==> config.mk <==
export PLATFORM = sky130hd
export DESIGN_NAME = i2s_dac_tx
export DESIGN_NICKNAME = d
export VERILOG_FILES = /design/src/rtl/i2s_pkg.sv /design/src/rtl/i2s_bclk_gen.sv /design/src/rtl/i2s_dac_tx.sv
export SDC_FILE = /design/constraint.sdc
export NUM_CORES = 1
export LEC_CHECK = 0
export ABC_AREA = 1
export CAP_MARGIN = 10
export CORE_ASPECT_RATIO = 0.7
export CORE_MARGIN = 4
export CORE_UTILIZATION = 35
export CTS_CLUSTER_DIAMETER = 100
export DETAILED_ROUTE_END_ITERATION = 10
export PLACE_DENSITY = 0.6
export SETUP_SLACK_MARGIN = 0.3
export SKIP_LAST_GASP = 1
export SLEW_MARGIN = 10
export SYNTH_ARGS = -nofsm -noshare
export SYNTH_HDL_FRONTEND = slang
export SYNTH_SLANG_ARGS = --single-unit
==> constraint.sdc <==
create_clock -name clk -period 1.98 [get_ports clk]
set_clock_uncertainty 0.15 [all_clocks]
set_input_delay 0.198 -clock clk [delete_from_list [all_inputs] [get_ports clk]]
set_output_delay 0.198 -clock clk [all_outputs]
set_load 0.01 [all_outputs]
==> src/rtl/i2s_pkg.sv <==
// Shared defaults, derived frame geometry and the channel type for the I2S DAC transmitter.
package i2s_pkg;

    localparam int DEF_DATA_W   = 24;
    localparam int DEF_SLOT_W   = 32;
    localparam int DEF_BCLK_DIV = 4;

    // Geometry of the default build; modules derive their own from their parameters.
    localparam int FRAME_W = 2 * DEF_SLOT_W;
    localparam int POS_W   = $clog2(FRAME_W);

    typedef enum logic {
        CH_LEFT  = 1'b0,
        CH_RIGHT = 1'b1
    } chan_e;

    function automatic int frame_len(input int slot_w);
        return 2 * slot_w;
    endfunction

endpackage

==> src/rtl/i2s_bclk_gen.sv <==
// Bit-clock divider: toggles bclk_o every BCLK_DIV clk cycles and flags each falling edge.
module i2s_bclk_gen
    import i2s_pkg::*;
#(
    parameter int BCLK_DIV = DEF_BCLK_DIV
) (
    input  logic clk,
    input  logic reset_n,
    output logic bclk_o,
    output logic fall_tick_o
);

    localparam int CNT_W = (BCLK_DIV > 1) ? $clog2(BCLK_DIV) : 1;
    localparam logic [CNT_W-1:0] CNT_LAST = CNT_W'(BCLK_DIV - 1);

    logic [CNT_W-1:0] cnt_q, cnt_d;
    logic             bclk_q, bclk_d;
    logic             term;

    assign term = (cnt_q == CNT_LAST);

    // NOTE: every always_comb output gets a default first, so no path can infer a latch.
    always_comb begin
        cnt_d  = cnt_q + CNT_W'(1);
        bclk_d = bclk_q;
        if (term) begin
            cnt_d  = '0;
            bclk_d = ~bclk_q;
        end
    end

    // NOTE: state registers use non-blocking assignments so all flops sample pre-edge values.
    always_ff @(posedge clk) begin
        if (!reset_n) begin
            cnt_q  <= '0;
            bclk_q <= 1'b0;
        end else begin
            cnt_q  <= cnt_d;
            bclk_q <= bclk_d;
        end
    end

    assign bclk_o      = bclk_q;
    assign fall_tick_o = term & bclk_q;

endmodule

==> src/rtl/i2s_dac_tx.sv <==
// I2S DAC transmitter: one-pair holding register, frame shift register, framing and handshake.
// Build option: define I2S_LEFT_JUSTIFIED_EN for left-justified framing (no one-BCLK data delay).
module i2s_dac_tx
    import i2s_pkg::*;
#(
    parameter int DATA_W   = DEF_DATA_W,
    parameter int SLOT_W   = DEF_SLOT_W,
    parameter int BCLK_DIV = DEF_BCLK_DIV
) (
    input  logic              clk,
    input  logic              reset_n,
    input  logic [DATA_W-1:0] sample_l,
    input  logic [DATA_W-1:0] sample_r,
    input  logic              sample_valid,
    output logic              sample_ready,
    output logic              bclk,
    output logic              lrclk,
    output logic              sdata,
    output logic              underrun
);

    localparam int FRAME_BITS = frame_len(SLOT_W);
    localparam int POS_BITS   = $clog2(FRAME_BITS);
    localparam int PAD_W      = SLOT_W - DATA_W;
    localparam logic [POS_BITS-1:0] POS_LAST  = POS_BITS'(FRAME_BITS - 1);
    localparam logic [POS_BITS-1:0] POS_RIGHT = POS_BITS'(SLOT_W);

    logic                  fall_tick;
    logic                  load;
    logic                  accept;
    logic [POS_BITS-1:0]   pos_q, pos_d;
    chan_e                 lrclk_q, lrclk_d;
    logic [DATA_W-1:0]     hold_l_q, hold_l_d;
    logic [DATA_W-1:0]     hold_r_q, hold_r_d;
    logic                  hold_full_q, hold_full_d;
    logic [FRAME_BITS-1:0] shift_q, shift_d;
    logic [FRAME_BITS-1:0] frame_word;
    logic                  armed_q, armed_d;
    logic                  ready_q, ready_d;
    logic                  underrun_q, underrun_d;

    i2s_bclk_gen #(
        .BCLK_DIV (BCLK_DIV)
    ) u_bclk_gen (
        .clk         (clk),
        .reset_n     (reset_n),
        .bclk_o      (bclk),
        .fall_tick_o (fall_tick)
    );

    // A frame is loaded on the bclk fall that wraps the position back to 0.
    assign load   = fall_tick & (pos_q == POS_LAST);
    assign accept = sample_valid & ready_q;

    // Shifts rather than concatenation keep a zero-width pad legal.
    assign frame_word = (FRAME_BITS'(hold_l_q) << (FRAME_BITS - DATA_W))
                      | (FRAME_BITS'(hold_r_q) << PAD_W);

    always_comb begin
        pos_d       = pos_q;
        lrclk_d     = lrclk_q;
        shift_d     = shift_q;
        hold_l_d    = hold_l_q;
        hold_r_d    = hold_r_q;
        hold_full_d = hold_full_q;
        armed_d     = armed_q;
        underrun_d  = 1'b0;

        if (fall_tick) begin
            pos_d   = load ? '0 : pos_q + POS_BITS'(1);
            lrclk_d = (pos_d >= POS_RIGHT) ? CH_RIGHT : CH_LEFT;
            if (load) begin
                if (hold_full_q) begin
                    shift_d     = frame_word;
                    hold_full_d = 1'b0;
                end else begin
                    shift_d    = '0;
                    underrun_d = armed_q;
                end
            end else begin
                shift_d = {shift_q[FRAME_BITS-2:0], 1'b0};
            end
        end

        // A pair accepted on a load tick waits for the next frame; it never bypasses.
        if (accept) begin
            hold_l_d    = sample_l;
            hold_r_d    = sample_r;
            hold_full_d = 1'b1;
            armed_d     = 1'b1;
        end

        ready_d = ~hold_full_d;
    end

    always_ff @(posedge clk) begin
        if (!reset_n) begin
            pos_q       <= POS_LAST;
            lrclk_q     <= CH_LEFT;
            // NOTE: the sample stores are reset too, so a mid-frame reset can never replay stale audio.
            shift_q     <= '0;
            hold_l_q    <= '0;
            hold_r_q    <= '0;
            hold_full_q <= 1'b0;
            armed_q     <= 1'b0;
            ready_q     <= 1'b0;
            underrun_q  <= 1'b0;
        end else begin
            pos_q       <= pos_d;
            lrclk_q     <= lrclk_d;
            shift_q     <= shift_d;
            hold_l_q    <= hold_l_d;
            hold_r_q    <= hold_r_d;
            hold_full_q <= hold_full_d;
            armed_q     <= armed_d;
            ready_q     <= ready_d;
            underrun_q  <= underrun_d;
        end
    end

`ifdef I2S_LEFT_JUSTIFIED_EN
    assign sdata = shift_q[FRAME_BITS-1];
`else
    // One-BCLK delay: the bit crossing the frame boundary is the previous frame's pad zero.
    logic sdata_q, sdata_d;

    assign sdata_d = fall_tick ? shift_q[FRAME_BITS-1] : sdata_q;

    always_ff @(posedge clk) begin
        if (!reset_n) begin
            sdata_q <= 1'b0;
        end else begin
            sdata_q <= sdata_d;
        end
    end

    assign sdata = sdata_q;
`endif

    assign lrclk        = lrclk_q;
    assign sample_ready = ready_q;
    assign underrun     = underrun_q;

endmodule

==> results.toml, run 1 <==
[die]
start_util_pct = 35.6
dieArea_um2 = 17000
ioPinCount = 56
core.rowCount = 37
core_area_um2 = 14700
die_y_um = 110
dieWidth_um = 154

[worst_setup_path]
critical_path.max_stage_delay_ns = 0.55
cp_slowest_cell = "clkdlybuf4s50_1"
critPathMaxFanout = 2
startpoint_type = "flop"
path_buf_inv = 1
path_cells = "clkdlybuf4s50_1"
cp.arrival_ns = 1.28
path_class = "reg -> out"
critPathCaptureType = "output pin"
required_ns = 1.63
r2r_slack_ns = 0.35
crit_family = "buffers and inverters"
worst-r2r-cell-count = 8
path_depth = 1

[power]
swShare_pct = 22.7
seq_power_share_pct = 41.8
power_density_nw_per_um2 = 900
clockPowerShare_pct = 51.0
power_frac_comb_pct = 7.2
ir_worst_vdd_v = 0.000587
intPower_w = 0.00469
p_switching_w = 0.00137
p_leak_nw = 2.93

[clock_network]
numClockSinks = 119
cts_buffer_depth = 2
htree_levels = 4
clk_latency_ns = 0.41
root_buffer = "clkbuf_16"
cts_tree = "done"
cts_made_buffers = 17
clk_pin_slew_ns = 0.06
cts-hold-fix-buffers = 0

[yosys]
synthTopCellsByArea = "dfxtp_1 46%, nand2_1 12%, nor2_1 9.5%"
ys_top_cells_by_count = "168 x nand2_1, 132 x nor2_1, 119 x dfxtp_1, 82 x nand3_1, 61 x o21ai_0"
yosysTopAreaCellShare_pct = 45.6
synth_area_leader_cell = "dfxtp_1"
syn_nets = 795
ys_types = 24
netlist_area_um2 = 5220
synth_edf_count = 0
ys.flop_type = "dfxtp_1"
seq_area_frac_synth_pct = 45.6
async_reset_ff_share_pct = 0
yosysWarnings = 0
ys_ff_latch = 119
syn_avg_cell_area_um2 = 7.04
synth_most_common_cell = "nand2_1"
synthCells = 742

[cells_and_area]
layout.cells.non_filler = 998
syn2layout_area_growth_pct = 28.9
n_fill_cell = 1480
nets = 843
drive_gt1_share_pct = 9.71
diodes = 0

[grt]
grt.total_usage_pct = 14.9
antenna_found_initial = 0
grt_start_max_net_pins = 59
grt_pass1_wl_um = 20600
grt_pass1_vias = 4333
grt-ovfl-total = 0

[sta]
worst_slew_pin_slew_ns = 0.766
fin_tns_setup_ns = 0
min_period_ns = 1.63
max_slew_margin_pct = 48.9
drv_slew = 0
timing.fmax_ghz = 0.613
period_share_pct = 82.3
setup-violations-final = 0
finalHoldViolations = 0
rsz0062_at_grt = "yes"

[routing]
firstDrtPassIters = 4
drc = 0
wire_per_inst_um = 12.4
wl_um = 12400
drtIter0Drc = 314
vias_per_cell = 4.63
drtAntennaViolNets = 0
via_count = 4618

[worst_hold_path]
hold_path_class = "in -> reg"
holdPathStages = 3

[placed_design]
io_buffer_count = 55
dp_cells = 956
gp_congestion = 0.753
dp_hpwl_um = 7620

[flow_run]
drv_cap = 0

[status]
status = "finished clean"
## power by group through the flow
stage	clock network, W	registers (W)	logic (W)
after floorplan	0	0.00257	0.000246
after global placement	0	0.00258	0.000418
after detailed placement	0	0.00258	0.000418
after CTS	0.00314	0.00253	0.000421
after global routing	0.00325	0.00254	0.000494
final	0.00309	0.00253	0.000437
## final cells by class
type                            count  area [um^2]  area share (%)
Multi-Input combinational cell    512         2400            35.6
Sequential cell                   119         2390            35.5
Clock buffer                       18          439            6.52
Clock inverter                     14          158            2.34
Inverter                           57          214            3.18
Tap cell                          195          244            3.62
Timing Repair Buffer               83          891            13.2
## cell families (layout without fill, tap and decap cells)
kind of cell             Yosys count  after routing  synth area share, %
AND/OR/NAND/NOR                  441            441                 37.8
buffers and inverters            111            172                 9.44
flip-flops                       119            119                 45.6
AO/OA/AOI/OAI                     69             69                 6.64
adder cells (fa/ha/maj)            2              2                0.479
## registers in the layout (all words and copies together), names as in the netlist
register	cells
shift_q	56
hold_l_q	24
hold_r_q	24
pos_q	6
u_bclk_gen.cnt_q	2
armed_q	1
hold_full_q	1
lrclk	1
sample_ready	1
sdata	1
u_bclk_gen.bclk_o	1
underrun	1
## what timing repair did
action | CTS | global route
gates resized for setup | 6 | 20
setup endpoints to repair | 40 | 59
hold endpoints to repair | 0 | 0
pin swaps | 1 | 4
cloned | 0 | 2
setup buffers | 0 | 8
## per-stage QoR
stage / worst slack (ns) / util [%] / total power (W) / cell area [um^2] / hold WS, ns
after floorplan: 0.467 / - / 0.00281 / 5220 / 0.214
after global placement: 0.242 / 40.5 / 0.00299 / 5950 / 0.265
after detailed placement: 0.206 / 40.5 / 0.00300 / 5950 / 0.277
after CTS: 0.276 / 44.7 / 0.00609 / 6560 / 0.0708
after global routing: 0.283 / 45.9 / 0.00629 / 6730 / 0.0978
final: 0.350 / 45.9 / 0.00606 / 6730 / 0.0917
## per-layer routing
layer,track usage (%),up-vias,share of wire [%]
met5,0,-,0
met4,4.73,0,0.88
met3,3.82,9,4.1
met1,20.7,2080,53
li1,-,2452,-
met2,22.7,77,41
## cells in the final DEF (no fill, tap or decap)
master,Yosys,final
nor4_2,1,1
dfxtp_2,0,4
a21oi_2,0,1
o22ai_1,1,1
clkdlybuf4s50_1,0,52
a21oi_1,6,5
inv_1,56,56
nor2_1,132,132
nor3b_1,1,1
nand2_4,0,4
buf_4,2,16
clkinv_2,0,6
dfxtp_1,119,115
o21ai_1,1,2
ha_4,0,1
inv_2,1,1
clkbuf_8,0,1
nor2_4,1,3
bufinv_16,0,3
nand3b_1,47,47
buf_2,25,1
nand3_1,82,82
clkinvlp_4,0,5
ha_2,0,1
buf_6,5,2
o21ai_0,61,60
buf_12,0,9
nand2_1,168,167
clkbuf_16,0,18
nand2_2,4,1
dlygate4sd2_1,0,2
nand4_1,2,2
nor3_1,1,1
## path summary, 6_finish.rpt
kind	startpoint	to
max	sdata$_SDFFE_PN0P_	sdata
min	reset_n	pos_q[3]$_SDFFE_PN1P_
max reg2reg	pos_q[0]$_SDFFE_PN1P_	sample_ready$_SDFF_PN0_
min reg2reg	armed_q$_SDFFE_PN0P_	underrun$_SDFF_PP0_
Note: power is estimated with default switching activity, not from simulation.
==> run 2, diff against run 1 <==
==> constraint.sdc (replaced) <==
create_clock -name clk -period 1.69 [get_ports clk]
set_clock_uncertainty 0.15 [all_clocks]
set_input_delay 0.169 -clock clk [delete_from_list [all_inputs] [get_ports clk]]
set_output_delay 0.169 -clock clk [all_outputs]
set_load 0.01 [all_outputs]
==> results.toml, run 2 (same netlist as run 1, synthesis figures left out) <==
[status]
status = "finished clean"

[clock_network]
clk_latency_ns = 0.41
root_buffer = "clkbuf_16"
numClockSinks = 119
cts_made_buffers = 17
cts_tree = "done"
htree_levels = 4
clk_pin_slew_ns = 0.05
cts_buffer_depth = 2

[flow_run]
drv_cap = 0

[worst_hold_path]
min_to = "pos_q[3]$_SDFFE_PN1P_"
hold_start = "reset_n"
holdPathStages = 3
hold_path_class = "in -> reg"

[sta]
period_share_pct = 96.1
hold_ws_ns = 0.0171
timing.fmax_ghz = 0.616
rsz0062_at_grt = "yes"
min_period_ns = 1.62
worst_slew_pin_slew_ns = 0.666
finalHoldViolations = 0
drv_slew = 0
max_slew_margin_pct = 55.5
setup-violations-final = 0

[die]
dieArea_um2 = 17000
ioPinCount = 56
core.rowCount = 37
die_y_um = 110
dieWidth_um = 154
core_area_um2 = 14700
start_util_pct = 35.6

[placed_design]
gp_congestion = 0.771
dp_hpwl_um = 7720
io_buffer_count = 55
placement.cell_area_um2 = 6060

[routing]
drc = 0
drtIter0Drc = 372
drtAntennaViolNets = 0
firstDrtPassIters = 5
via_count = 4792
wire_per_inst_um = 13.3
vias_per_cell = 4.73
wl_um = 13500

[power]
power_density_nw_per_um2 = 1000
ir_worst_vdd_v = 0.000739
p_leak_nw = 3.10

[worst_setup_path]
path_class = "reg -> reg"
required_ns = 1.83
worst-r2r-cell-count = 8
cp.arrival_ns = 1.76
startpoint_type = "flop"
critPathCaptureType = "flop"
r2r-start = "u_bclk_gen.cnt_q[0]$_SDFF_PP0_"
rr_endpoint = "pos_q[4]$_SDFFE_PN1P_"
critPathMaxFanout = 7
r2r_slack_ns = 0.07

[cells_and_area]
drive_gt1_share_pct = 13.2
final_cell_mix = "164 x nand2_1, 132 x nor2_1, 112 x dfxtp_1"
fin_util_pct = 48.4
final_common_cell = "nand2_1"
stdcell_area_um2 = 7110
nets = 859
syn2layout_area_growth_pct = 36.1
largest_register_ffs = 56
regMostFlops = "shift_q"
diodes = 0
reg_top3 = "shift_q: 56 flops, hold_l_q: 24 flops, hold_r_q: 24 flops"

[grt]
antenna_found_initial = 0
grt_pass1_wl_um = 22600
grt_start_max_net_pins = 51
grt.total_usage_pct = 16.4
grt_pass1_vias = 4666
grt-ovfl-total = 0
-- run 2: where the power goes --
part           internal [W]  switching (W)
Clock               0.00232        0.00130
Sequential          0.00291      0.0000584
Combinational      0.000268       0.000282
Total               0.00550        0.00164
-- run 2: area by class of cell --
class                           instances  area, um^2
Clock buffer                           21         480
Clock inverter                         11         123
Fill cell                            1443        7570
Inverter                               57         224
Multi-Input combinational cell        513        2490
Sequential cell                       119        2390
Tap cell                              195         244
Timing Repair Buffer                   98        1160
-- run 2: critical path, cell delays in order (launching register included) --
cell and delay (ns):
dfxtp_2 0.34, ha_4 0.17, nand2_8 0.06, nor2_4 0.22, buf_6 0.14, buf_12 0.12
nand2_2 0.07, a21oi_2 0.15, o21ai_1 0.08
-- run 2: timing repair --
item	CTS	global route
gates cloned	6	1
hold buffers	0	0
resized for setup	32	24
setup buffers	12	0
pin swaps	18	15
endpoints found under the setup margin	69	65
-- run 2: per-layer routing --
layer	global-route usage (%)	wire [um]	part of all wire [%]
met1	21.9	6770	50
met2	26.7	5940	44
met3	3.43	645	4.8
met4	5.67	133	0.99
met5	0	0	0
-- run 2: worst max-delay path by stage --
stage	start	endpoint	slack, ns
after floorplan	pos_q[1]$_SDFFE_PN1P_	shift_q[20]$_SDFFE_PN0P_	0.23
after global placement	pos_q[1]$_SDFFE_PN1P_	shift_q[31]$_SDFFE_PN0P_	0.13
after detailed placement	pos_q[1]$_SDFFE_PN1P_	shift_q[19]$_SDFFE_PN0P_	0.06
after CTS	pos_q[1]$_SDFFE_PN1P_	shift_q[55]$_SDFFE_PN0P_	0.1
after global routing	u_bclk_gen.cnt_q[1]$_SDFF_PP0_	shift_q[22]$_SDFFE_PN0P_	-0.001
final	u_bclk_gen.cnt_q[0]$_SDFF_PP0_	pos_q[4]$_SDFFE_PN1P_	0.07
-- run 2: stage by stage --
stage | TNS (ns) | total power (W) | setup WS [ns] | instances
after CTS | 0 | 0.00720 | 0.0979 | 1013
final | 0 | 0.00714 | 0.0653 | 1014
after detailed placement | 0 | 0.00353 | 0.0550 | 963
after global routing | -0.00138 | 0.00739 | -0.00138 | 1014
after floorplan | 0 | 0.00330 | 0.228 | 742
after global placement | 0 | 0.00353 | 0.133 | 963
